==> config.mk <==
export PLATFORM = sky130hd
export DESIGN_NAME = sfp_rx_deframer
export DESIGN_NICKNAME = d
export VERILOG_FILES = /design/src/rtl/sfp_rx_deframer.sv
export SDC_FILE = /design/constraint.sdc
export NUM_CORES = 1
export LEC_CHECK = 0
export BUFFER_PORTS_ARGS = -buffer_cell sky130_fd_sc_hd__buf_2
export CAP_MARGIN = 20
export CORE_MARGIN = 10
export CORE_UTILIZATION = 60
export DETAILED_ROUTE_END_ITERATION = 6
export GPL_ROUTABILITY_DRIVEN = 0
export PLACE_DENSITY_LB_ADDON = 0.1
export SYNTH_ARGS = -nofsm -noshare
export SYNTH_HDL_FRONTEND = slang
export SYNTH_SLANG_ARGS = --single-unit
==> constraint.sdc <==
create_clock -name CLK -period 4.5 [get_ports CLK]
set_input_delay 0.45 -clock CLK [delete_from_list [all_inputs] [get_ports CLK]]
set_output_delay 0.45 -clock CLK [all_outputs]
set_load 0.02 [all_outputs]
==> src/rtl/sfp_rx_deframer.sv <==
// sfp_rx_deframer: acquires link sync on IDLE ordered sets, delineates SOF/EOF frames,
// streams payload and checks each frame's length and 16-bit checksum.
module sfp_rx_deframer #(
    parameter int MAX_LEN  = 256,
    parameter int SYNC_CNT = 4,
    parameter int LOSS_CNT = 4
) (
    input  logic        CLK,
    input  logic        RST,
    input  logic [15:0] rx_data,
    input  logic [1:0]  rx_datak,
    input  logic [1:0]  rx_errdetect,
    input  logic        rx_valid,
    output logic [15:0] out_data,
    output logic        out_valid,
    output logic        out_sof,
    output logic        out_eof,
    output logic        frame_done,
    output logic        frame_good,
    output logic        link_up,
    output logic [15:0] good_cnt,
    output logic [15:0] err_cnt
);
    localparam logic [15:0] MAX_N  = 16'(MAX_LEN);
    localparam logic [15:0] SYNC_N = 16'(SYNC_CNT);
    localparam logic [15:0] LOSS_N = 16'(LOSS_CNT);

    typedef enum logic [2:0] {UNSYNC, IDLE, HDR, PAY, CKS, EOFW} state_t;

    state_t      state_q, state_d;
    logic [15:0] sync_q, sync_d, loss_q, loss_d;
    logic [15:0] cnt_q, cnt_d, cks_q, cks_d;
    logic [15:0] good_cnt_q, good_cnt_d, err_cnt_q, err_cnt_d;
    logic        first_q, first_d, link_q, link_d;
    logic [15:0] out_data_q, out_data_d;
    logic        out_valid_q, out_valid_d, out_sof_q, out_sof_d, out_eof_q, out_eof_d;
    logic        done_q, done_d, good_q, good_d;
    logic        err_w, is_idle, is_sof, is_eof, is_dat, bad;

    always_comb begin
        err_w   = |rx_errdetect;
        is_idle = !err_w && rx_datak == 2'b01 && rx_data == 16'h50BC;
        is_sof  = !err_w && rx_datak == 2'b11 && rx_data == 16'hFBBC;
        is_eof  = !err_w && rx_datak == 2'b11 && rx_data == 16'hFDBC;
        is_dat  = !err_w && rx_datak == 2'b00;
        bad         = 1'b0;
        state_d     = state_q;
        sync_d      = sync_q;
        loss_d      = loss_q;
        cnt_d       = cnt_q;
        cks_d       = cks_q;
        good_cnt_d  = good_cnt_q;
        err_cnt_d   = err_cnt_q;
        first_d     = first_q;
        link_d      = link_q;
        out_data_d  = 16'd0;
        out_valid_d = 1'b0;
        out_sof_d   = 1'b0;
        out_eof_d   = 1'b0;
        done_d      = 1'b0;
        good_d      = 1'b0;
        if (rx_valid && state_q == UNSYNC) begin
            sync_d = is_idle ? sync_q + 16'd1 : 16'd0;
            if (is_idle && sync_q + 16'd1 == SYNC_N) begin
                link_d  = 1'b1;
                state_d = IDLE;
                sync_d  = 16'd0;
                loss_d  = 16'd0;
            end
        end else if (rx_valid) begin
            case (state_q)
                IDLE: state_d = is_sof ? HDR : IDLE;
                HDR: begin
                    if (is_dat && rx_data != 16'd0 && rx_data <= MAX_N) begin
                        cnt_d   = rx_data;
                        cks_d   = rx_data;
                        first_d = 1'b1;
                        state_d = PAY;
                    end else bad = 1'b1;
                end
                PAY: begin
                    if (is_dat) begin
                        out_valid_d = 1'b1;
                        out_data_d  = rx_data;
                        out_sof_d   = first_q;
                        out_eof_d   = cnt_q == 16'd1;
                        first_d     = 1'b0;
                        cnt_d       = cnt_q - 16'd1;
                        cks_d       = cks_q + rx_data;
                        state_d     = cnt_q == 16'd1 ? CKS : PAY;
                    end else bad = 1'b1;
                end
                CKS: begin
                    if (is_dat && rx_data == cks_q) state_d = EOFW;
                    else bad = 1'b1;
                end
                EOFW: begin
                    if (is_eof) begin
                        done_d     = 1'b1;
                        good_d     = 1'b1;
                        good_cnt_d = good_cnt_q + {15'd0, good_cnt_q != 16'hFFFF};
                        state_d    = IDLE;
                    end else bad = 1'b1;
                end
                default: state_d = state_q;
            endcase
            // a fresh SOF mid-frame aborts the old frame and starts the new header at once
            if (bad) begin
                done_d    = 1'b1;
                err_cnt_d = err_cnt_q + {15'd0, err_cnt_q != 16'hFFFF};
                state_d   = (is_sof && state_q != HDR) ? HDR : IDLE;
            end
            loss_d = err_w ? loss_q + 16'd1 : 16'd0;
            if (err_w && loss_q + 16'd1 == LOSS_N) begin
                link_d  = 1'b0;
                state_d = UNSYNC;
                loss_d  = 16'd0;
                sync_d  = 16'd0;
            end
        end
    end

    always_ff @(posedge CLK) begin
        if (RST) begin
            state_q     <= UNSYNC;
            sync_q      <= 16'd0;
            loss_q      <= 16'd0;
            cnt_q       <= 16'd0;
            cks_q       <= 16'd0;
            good_cnt_q  <= 16'd0;
            err_cnt_q   <= 16'd0;
            first_q     <= 1'b0;
            link_q      <= 1'b0;
            out_data_q  <= 16'd0;
            out_valid_q <= 1'b0;
            out_sof_q   <= 1'b0;
            out_eof_q   <= 1'b0;
            done_q      <= 1'b0;
            good_q      <= 1'b0;
        end else begin
            state_q     <= state_d;
            sync_q      <= sync_d;
            loss_q      <= loss_d;
            cnt_q       <= cnt_d;
            cks_q       <= cks_d;
            good_cnt_q  <= good_cnt_d;
            err_cnt_q   <= err_cnt_d;
            first_q     <= first_d;
            link_q      <= link_d;
            out_data_q  <= out_data_d;
            out_valid_q <= out_valid_d;
            out_sof_q   <= out_sof_d;
            out_eof_q   <= out_eof_d;
            done_q      <= done_d;
            good_q      <= good_d;
        end
    end

    assign out_data   = out_data_q;
    assign out_valid  = out_valid_q;
    assign out_sof    = out_sof_q;
    assign out_eof    = out_eof_q;
    assign frame_done = done_q;
    assign frame_good = good_q;
    assign link_up    = link_q;
    assign good_cnt   = good_cnt_q;
    assign err_cnt    = err_cnt_q;
endmodule

==> flow_summary.yaml, run 1 <==
finish:
  diodes: 0
  nNetsFinal: 964
  final_cell_mix: "dfxtp_1, nor2_1, buf_2"
  fin_area_sq_um: 7830
  mostFrequentLayoutCell: "dfxtp_1"
  layout-drive-gt1-share: 0.135
  syn_to_final_growth_pct: 15.3
  nFillCells: 904
drt:
  via_per_inst: 6.27
  ant_nets: 0
  drc: 0
  drt-initial-drc-count: 635
  drt_wl_total_mm: 19.0
  via_count: 6695
  wl_per_cell_um: 17.8
  dr.pass1.iters: 5
synth:
  synth_simple_gate_area_frac: 0.306
  synth-compound-area-share: 0.181
  synth_warnings: 0
  yosysTopAreaCell: "dfxtp_1"
  synth_mux_area_frac: 0.0147
  synthCells: 852
  synthesis.area_sq_um: 6790
  synth_area_leaders: "dfxtp_1, nor2_1, o21ai_0, a21oi_1, ha_1"
  synth_top_family_by_area: "simple AND/OR/NAND/NOR gates"
  synthAdderAreaFrac: 0.0472
  ys_seq_elements: 122
  synthArstFlopShare: 0
  ys_types: 64
  ys.flop_type: "dfxtp_1"
  synth-edff-count: 0
  synth_nets: 900
  avgSynthCellArea_sq_um: 7.97
  synthXorXnorAreaFrac: 0.0581
  yosysSeqAreaShare: 0.360
  synth_top_area_share: 0.360
grt:
  grtUsageTotal: 0.227
  antenna_found_initial: 0
  grt_pass1_wl_mm: 30.4
  grt_max_degree: 62
  grt_remaining_overflow: 0
  grt_pass1_vias: 6262
floorplanning:
  die_area_sq_um: 16000
  std_cell_rows: 38
  die_h_um: 126
  io_pins: 77
  dieWidth_um: 126
  start_util: 0.621
  core_area_sq_um: 10900
clock_tree:
  hold_buffers: 0
  post_cts_resized: 0
  clk_pin_slew_ns: 0.05
  htree_levels: 4
  worstSkewPairLatency_ns: 0.42
  cts.sinks: 122
  post_cts_buffers: 0
  clock-root-buffer: "clkbuf_16"
  numCtsBuffers: 17
  tritoncts: "yes"
  cts_max_path_buffers: 2
critical_path:
  r2r_cells: 9
  crit_required_ns: 4.80
  r2r_end: "loss_q[15]$_SDFFE_PP0P_"
  critPathLaunchType: "flop"
  cp_max_fo: 13
  critPathCaptureType: "flop"
  rrSetupSlack_ns: 1.19
  setup.worst_path.class: "reg2reg"
  cp.arrival_ns: 3.62
  r2r-start: "sync_q[0]$_SDFFE_PP0P_"
power:
  leakage_nw: 3.08
  p_per_area_nw_per_um2: 321
  total_power_mw: 2.51
  irDropWorstVdd_uv: 336
timing:
  setup_slack_ns: 1.19
  fmax_mhz: 302
  worst_hold_slack_ns: 0.296
  setup_viol: 0
  tightest_slew_ns: 1.01
  clock_skew_ns: 0.0118
  maxSlewViolCount: 0
  finalCritPeriodShare: 0.736
  finalSetupTns_ns: 0
  min_period_ns: 3.31
  hold_viol: 0
  grt_setup_unrepaired: "false"
  relSlewSlack: 0.328
placement:
  port_buffers: 76
  dp_slack_ns: 1.06
  dpl-instance-area_sq_um: 7240
  hpwlAfterDp_mm: 13.3
min_path:
  hp-class: "in2reg"
  hold_end: "out_data[11]$_SDFF_PP0_"
  hp-start: "rx_data[11]"
  whs_path_depth: 2
job:
  maxCapViolCount: 0
status:
  status: "completed"
==> stage by stage <==
step / instances / utilization
floorplan: 852 / -
global placement: 1036 / 0.662
detailed placement: 1036 / 0.662
CTS: 1067 / 0.715
global route: 1068 / 0.716
finish: 1068 / 0.716
==> worst max-delay path, cell delays in order (launching register included) <==
cell and delay (ns):
dfxtp_1 0.42, ha_1 0.33, nand4_1 0.20, nor3_1 0.41, and3_1 0.22, o22ai_1 0.11, nor4_1 0.56, o21a_1 0.46
o21ai_0 0.19, a32o_1 0.29
==> layer usage <==
metal | global-route usage | part of all wire
met2 | 0.392 | 0.51
met5 | 0 | 0
met1 | 0.267 | 0.41
met4 | 0.0877 | 0.019
met3 | 0.0512 | 0.061
==> registers in the layout, summed over array words and instances, names as in the netlist, 3 cells and up <==
register	flops
cks_q	16
cnt_q	16
err_cnt	16
good_cnt	16
loss_q	16
out_data	16
sync_q	16
state_q	3
==> Yosys cell counts, types with 3 or more instances <==
library cell / instances
dfxtp_1: 122
nor2_1: 91
nand2_1: 72
o21ai_0: 66
a21oi_1: 63
nand3_1: 36
clkbuf_1: 34
nor3_1: 29
xor2_1: 26
and3_1: 25
ha_1: 24
and2_1: 21
nor4_1: 21
or3_1: 20
nand4_1: 19
xnor2_1: 19
inv_1: 17
nor3b_1: 13
a32o_1: 12
mux2i_1: 10
a31oi_1: 8
nor2b_1: 8
a211oi_1: 7
and4_1: 7
a21o_1: 5
a311oi_1: 5
nand2b_1: 5
nand3b_1: 5
or4_1: 5
buf_2: 4
o31ai_1: 4
or2_2: 4
nand4b_1: 3
nor4b_1: 3
==> power by group <==
group	internal, mW	total [mW]	leakage [nW]	switching (mW)
Sequential	1.08	1.08	0.982	0.0000000111
Combinational	0.0256	0.0886	1.80	0.0629
Clock	0.873	1.34	0.290	0.467
==> area by class of cell <==
cell class / count / area, sq um / area share
clock buffer: 21 / 450 / 0.0576
clock inverter: 10 / 125 / 0.0160
inverter: 17 / 63.8 / 0.00815
multi-input combinational: 673 / 4120 / 0.527
sequential: 122 / 2440 / 0.312
tap: 140 / 175 / 0.0224
timing repair buffer: 85 / 448 / 0.0572
==> how the worst max path moves through the flow <==
| stage | slack [ns] | endpoint | cells after the start | start |
|---|---|---|---|---|
| final | 1.19 | loss_q[15]$_SDFFE_PP0P_ | 9 | sync_q[0]$_SDFFE_PP0P_ |
| after floorplan | 1.74 | good_cnt[11]$_SDFFE_PP0P_ | 8 | rx_data[0] |
| after global routing | 0.84 | loss_q[7]$_SDFFE_PP0P_ | 9 | sync_q[0]$_SDFFE_PP0P_ |
| after CTS | 1.23 | loss_q[15]$_SDFFE_PP0P_ | 9 | sync_q[0]$_SDFFE_PP0P_ |
| after global placement | 1.17 | loss_q[9]$_SDFFE_PP0P_ | 9 | rx_data[0] |
| after detailed placement | 1.06 | loss_q[15]$_SDFFE_PP0P_ | 9 | rx_data[0] |
==> cell families (layout without fill, tap and decap cells) <==
| kind of cell | Yosys count | in the layout |
|---|---|---|
| flops | 122 | 122 |
| buf+inv | 57 | 133 |
| fa+ha+maj | 25 | 25 |
| mux | 10 | 10 |
| simple gates | 394 | 394 |
| compound gates | 199 | 199 |
| xor+xnor | 45 | 45 |
No activity file was read; power rests on OpenSTA's default activity.
==> run 2, diff against run 1 <==
--- a/config.mk
+++ b/config.mk
@@ -8,7 +8,7 @@
 export BUFFER_PORTS_ARGS = -buffer_cell sky130_fd_sc_hd__buf_2
 export CAP_MARGIN = 20
 export CORE_MARGIN = 10
-export CORE_UTILIZATION = 60
+export CORE_UTILIZATION = 59
 export DETAILED_ROUTE_END_ITERATION = 6
 export GPL_ROUTABILITY_DRIVEN = 0
 export PLACE_DENSITY_LB_ADDON = 0.1
==> constraint.sdc (replaced) <==
create_clock -name CLK -period 3.1 [get_ports CLK]
set_input_delay 0.31 -clock CLK [delete_from_list [all_inputs] [get_ports CLK]]
set_output_delay 0.31 -clock CLK [all_outputs]
set_load 0.02 [all_outputs]
==> flow_summary.yaml, run 2 (synthesized netlist as in run 1, its figures left out) <==
timing:
  clock_skew_ns: 0.00933
  maxSlewViolCount: 0
  min_period_ns: 2.89
  finalSetupTns_ns: 0
  finalCritPeriodShare: 0.931
  fmax_mhz: 346
  relSlewSlack: 0.528
  grt_setup_unrepaired: "false"
  tightest_slew_ns: 0.707
  setup_viol: 0
  hold_viol: 0
placement:
  placed_cells: 1053
  hpwlAfterDp_mm: 13.0
  port_buffers: 76
  dpl-instance-area_sq_um: 7360
drt:
  wl_per_cell_um: 17.1
  drt_wl_total_mm: 18.6
  via_count: 6705
  dr.pass1.iters: 5
  ant_nets: 0
  drc: 0
  via_per_inst: 6.19
  drt-initial-drc-count: 542
critical_path:
  cp.arrival_ns: 3.18
  crit_top_cell: "a21oi_1"
  crit_path_max_incr_delay_ns: 0.51
  crit_chain: "ha_1 > nand4_1 > nor3_1 > and3_1 > o22ai_1 > o41ai_2 > buf_4 > a21oi_1 > o21ai_0 > a21oi_1"
  cpLargestDelayFamily: "compound AO/OA/AOI/OAI gates"
  critPathCaptureType: "flop"
  cp_slowest_cell: "o41ai_2"
  crit_required_ns: 3.39
  rrSetupSlack_ns: 0.21
  critPathLaunchType: "flop"
  cp_max_fo: 11
  path_buf_inv: 1
  setup.worst_path.class: "reg2reg"
job:
  maxCapViolCount: 0
grt:
  grtUsageTotal: 0.226
  grt_pass1_vias: 6401
  antenna_found_initial: 0
  grt_max_degree: 41
  grt_remaining_overflow: 0
  grt_pass1_wl_mm: 30.7
finish:
  final_cell_mix: "dfxtp_1, nor2_1, buf_2"
  multi_input_area_sq_um: 4130
  diodes: 0
  fin_cells: 1084
  layout-drive-gt1-share: 0.150
  finish.utilization: 0.699
  mostFrequentLayoutCell: "dfxtp_1"
  seq_area_sq_um: 2440
  syn_to_final_growth_pct: 16.6
  fin_area_sq_um: 7920
  nNetsFinal: 977
  nFillCells: 909
power:
  total_power_mw: 3.52
  irDropWorstVdd_uv: 812
  p_per_area_nw_per_um2: 445
  leakage_nw: 3.12
floorplanning:
  start_util: 0.600
  io_pins: 77
  die_area_sq_um: 16200
  dieWidth_um: 127
  core_area_sq_um: 11300
  die_h_um: 127
  std_cell_rows: 39
clock_tree:
  tritoncts: "yes"
  clk_pin_slew_ns: 0.05
  post_cts_resized: 0
  worstSkewPairLatency_ns: 0.42
  post_cts_buffers: 0
  htree_levels: 4
  numCtsBuffers: 17
  clock-root-buffer: "clkbuf_16"
  cts.sinks: 122
  cts_max_path_buffers: 2
  hold_buffers: 0
min_path:
  hp-class: "in2reg"
status:
  status: "completed"
-- run 2: worst paths after layout --
kind	from	end	depth (start not counted)
setup / recovery	sync_q[0]$_SDFFE_PP0P_	sync_q[13]$_SDFFE_PP0P_	10
hold / removal	rx_data[13]	out_data[13]$_SDFF_PP0_	2
setup reg to reg	sync_q[0]$_SDFFE_PP0P_	sync_q[13]$_SDFFE_PP0P_	10
hold reg to reg	cks_q[13]$_SDFFE_PP0P_	cks_q[13]$_SDFFE_PP0P_	2
-- run 2: routing by layer --
layer  GRT usage  routed length [um]  vias up
met3      0.0467                1010       50
met1       0.263                7660     3157
met5           0                   0        -
met4      0.0971                 511        0
met2       0.392                9390      219
li1            -                   -     3279
-- run 2: report_power, final --
group	total, mW	internal [mW]	switching, mW
Combinational	0.128	0.0375	0.0906
Clock	1.82	1.11	0.711
Sequential	1.57	1.57	0.0000000192
Total	3.52	2.72	0.801
-- run 2: metrics by stage --
stage / setup slack (ns) / hold WS [ns]
floorplan: 0.413 / 0.431
detailed placement: 0.0609 / 0.452
CTS: 0.122 / 0.132
finish: 0.213 / 0.152
global route: 0.00637 / 0.143
global placement: 0.154 / 0.443
-- run 2: cell type report --
class	instances	share of cell area
multi-input combinational	673	0.521
sequential	122	0.308
timing repair buffer	98	0.0705
clock buffer	20	0.0564
tap	143	0.0226
clock inverter	11	0.0126
inverter	17	0.00806
-- run 2: worst register-to-register path, delay by kind of cell (launching register included) --
kind / cells / cell delay (ns)
compound gates: 5 / 0.98
simple gates: 3 / 0.71
flops: 1 / 0.45
fa+ha+maj: 1 / 0.34
buf+inv: 1 / 0.27
==> run 3, diff against run 2 <==
--- a/config.mk
+++ b/config.mk
@@ -5,13 +5,15 @@
 export SDC_FILE = /design/constraint.sdc
 export NUM_CORES = 1
 export LEC_CHECK = 0
+export ABC_AREA = 1
 export BUFFER_PORTS_ARGS = -buffer_cell sky130_fd_sc_hd__buf_2
 export CAP_MARGIN = 20
-export CORE_MARGIN = 10
-export CORE_UTILIZATION = 59
+export CORE_MARGIN = 8
+export CORE_UTILIZATION = 60
 export DETAILED_ROUTE_END_ITERATION = 6
 export GPL_ROUTABILITY_DRIVEN = 0
 export PLACE_DENSITY_LB_ADDON = 0.1
+export RECOVER_POWER = 25
 export SYNTH_ARGS = -nofsm -noshare
 export SYNTH_HDL_FRONTEND = slang
 export SYNTH_SLANG_ARGS = --single-unit
==> flow_summary.yaml, run 3 <==
status:
  status: "complete, but fails checks"
  violations: "design-rule violations"
finish:
  nNetsFinal: 1262
  diodes: 0
  fin_area_sq_um: 8410
  syn_to_final_growth_pct: 15.4
  nFillCells: 1051
  mostFrequentLayoutCell: "nand2_1"
  layout-drive-gt1-share: 0.0888
  final_cell_mix: "nand2_1, nor2_1, inv_1"
min_path:
  hold_end: "out_data[4]$_SDFF_PP0_"
  hp-class: "in2reg"
  whs_path_depth: 3
  hp-start: "rx_data[4]"
synth:
  synth-edff-count: 0
  ys_types: 46
  yosysTopAreaCell: "dfxtp_1"
  synth_warnings: 0
  ys_seq_elements: 122
  ys_top_cells_by_count: "nand2_1, nor2_1, inv_1"
  synth_top_area_share: 0.335
  yosysSeqAreaShare: 0.335
  ys.flop_type: "dfxtp_1"
  avgSynthCellArea_sq_um: 6.42
  synth_area_leaders: "dfxtp_1, nand2_1, nor2_1, inv_1, nand3_1"
  synthArstFlopShare: 0
  synthCells: 1135
  synth_nets: 1183
  synthesis.area_sq_um: 7290
  synth.most_common_cell: "nand2_1"
floorplanning:
  core_area_sq_um: 12000
  die_area_sq_um: 15900
  dieWidth_um: 126
  io_pins: 77
  start_util: 0.609
  std_cell_rows: 40
  die_h_um: 126
timing:
  fmax_mhz: 389
  finalCritPeriodShare: 0.828
  grt_setup_unrepaired: "false"
  relSlewSlack: 0.590
  hold_viol: 0
  tightest_slew_ns: 0.611
  maxSlewViolCount: 0
  clock_skew_ns: 0.00788
  finalSetupTns_ns: 0
  setup_viol: 0
  min_period_ns: 2.57
power:
  p_int_mw: 2.94
  p_per_area_nw_per_um2: 450
  p_sw_mw: 0.843
  clockPowerShare: 0.545
  leakage_nw: 3.52
  irDropWorstVdd_uv: 342
  p_seq_frac: 0.415
  total_power_mw: 3.79
  p_sw_frac: 0.223
  p_comb_frac: 0.041
grt:
  grt_pass1_wl_mm: 31.8
  grt_pass1_vias: 6743
  grt_remaining_overflow: 0
  grt_max_degree: 42
  antenna_found_initial: 0
  grtUsageTotal: 0.242
clock_tree:
  clock-root-buffer: "clkbuf_16"
  clk_pin_slew_ns: 0.06
  tritoncts: "yes"
  post_cts_buffers: 0
  post_cts_resized: 0
  cts_max_path_buffers: 2
  worstSkewPairLatency_ns: 0.43
  hold_buffers: 0
  numCtsBuffers: 17
  cts.sinks: 122
  htree_levels: 4
placement:
  dpl-instance-area_sq_um: 7820
  hpwlAfterDp_mm: 13.4
  port_buffers: 76
drt:
  ant_nets: 0
  dr.pass1.iters: 7
  drc: 5
  via_per_inst: 5.43
  drt_wl_total_mm: 19.1
  drt-initial-drc-count: 636
  wl_per_cell_um: 13.9
  via_count: 7465
critical_path:
  setup.worst_path.class: "reg2reg"
  r2r_end: "err_cnt[11]$_SDFFE_PP0P_"
  r2r_cells: 16
  cp_max_fo: 11
  crit_required_ns: 3.45
  r2r-start: "cks_q[5]$_SDFFE_PP0P_"
  cp.arrival_ns: 2.91
  rrSetupSlack_ns: 0.53
  critPathLaunchType: "flop"
  critPathCaptureType: "flop"
job:
  maxCapViolCount: 0
[run 3: cell types whose count changed after synthesis, sizes merged, moves of 13 or more]
cell and change:
and2 -19, nand2 +198, or3 -21, inv +124, nand3 +46, nor4 -15, and3 -22, nor2 +91
xnor2 -13, a21oi +17
[run 3: metal layers]
| metal | track usage | vias up | share of wire |
|---|---|---|---|
| met1 | 0.301 | 3337 | 0.46 |
| li1 | - | 3878 | - |
| met5 | 0 | - | 0 |
| met2 | 0.400 | 222 | 0.47 |
| met3 | 0.0591 | 28 | 0.053 |
| met4 | 0.0814 | 0 | 0.016 |
[run 3: area by class of cell]
class	instances	area (sq um)	share of cell area
clock inverter	10	141	0.0168
timing repair buffer	88	448	0.0533
multi-input combinational	841	4180	0.497
tap	147	184	0.0219
inverter	144	541	0.0643
sequential	122	2440	0.290
clock buffer	22	474	0.0564
[run 3: logic make-up after synthesis]
logic type	count (synthesis)	share of synthesized area
AO/OA/AOI/OAI	186	0.140
XOR/XNOR	22	0.0264
adder cells (fa/ha/maj)	25	0.0439
buffers and inverters	172	0.0913
flip-flops	122	0.335
AND/OR/NAND/NOR	608	0.363
[run 3: worst max path at each step]
stage	startpoint	to	slack, ns	depth (start not counted)
3_3_place_gp	rx_data[0]	cks_q[12]$_SDFFE_PP0P_	0.58	14
6_report	cks_q[5]$_SDFFE_PP0P_	err_cnt[11]$_SDFFE_PP0P_	0.53	16
3_5_place_dp	rx_data[0]	cks_q[8]$_SDFFE_PP0P_	0.51	13
2_1_floorplan	err_cnt[7]$_SDFFE_PP0P_	err_cnt[10]$_SDFFE_PP0P_	0.77	12
5_1_grt	cks_q[0]$_SDFFE_PP0P_	cks_q[8]$_SDFFE_PP0P_	0.26	12
4_1_cts	cks_q[0]$_SDFFE_PP0P_	cks_q[8]$_SDFFE_PP0P_	0.58	12
[run 3: worst max-delay path, stage by stage, from the launching register on]
cell and delay (ns):
dfxtp_1 0.31, ha_1 0.35, nor2_1 0.18, nand2_1 0.08, nor2_1 0.18, nand3_1 0.11
nand2_1 0.07, nand2_1 0.08, inv_2 0.10, nand2_1 0.10, nand2_1 0.35, nor2_1 0.15
nand2_1 0.12, nor2_1 0.06, nand2_1 0.05, nand2_1 0.05, nor2_1 0.16
[run 3: through the flow]
step                      std cells  hold slack [ns]   util  setup WS, ns
final                          1374            0.141  0.703         0.532
after floorplan                1135            0.416      -         0.767
after detailed placement       1341            0.436  0.654         0.508
after global placement         1341            0.432  0.654         0.583
after CTS                      1373            0.130  0.706         0.576
after global routing           1374            0.139  0.703         0.258
[run 3: power groups by stage]
| stage | clock, mW | combinational, mW | sequential (mW) |
|---|---|---|---|
| 6_report | 2.06 | 0.154 | 1.57 |
| 5_1_grt | 2.16 | 0.172 | 1.57 |
| 4_1_cts | 2.08 | 0.149 | 1.57 |
| 3_5_place_dp | 0 | 0.147 | 1.60 |
| 3_3_place_gp | 0 | 0.146 | 1.60 |
| 2_1_floorplan | 0 | 0.0940 | 1.60 |
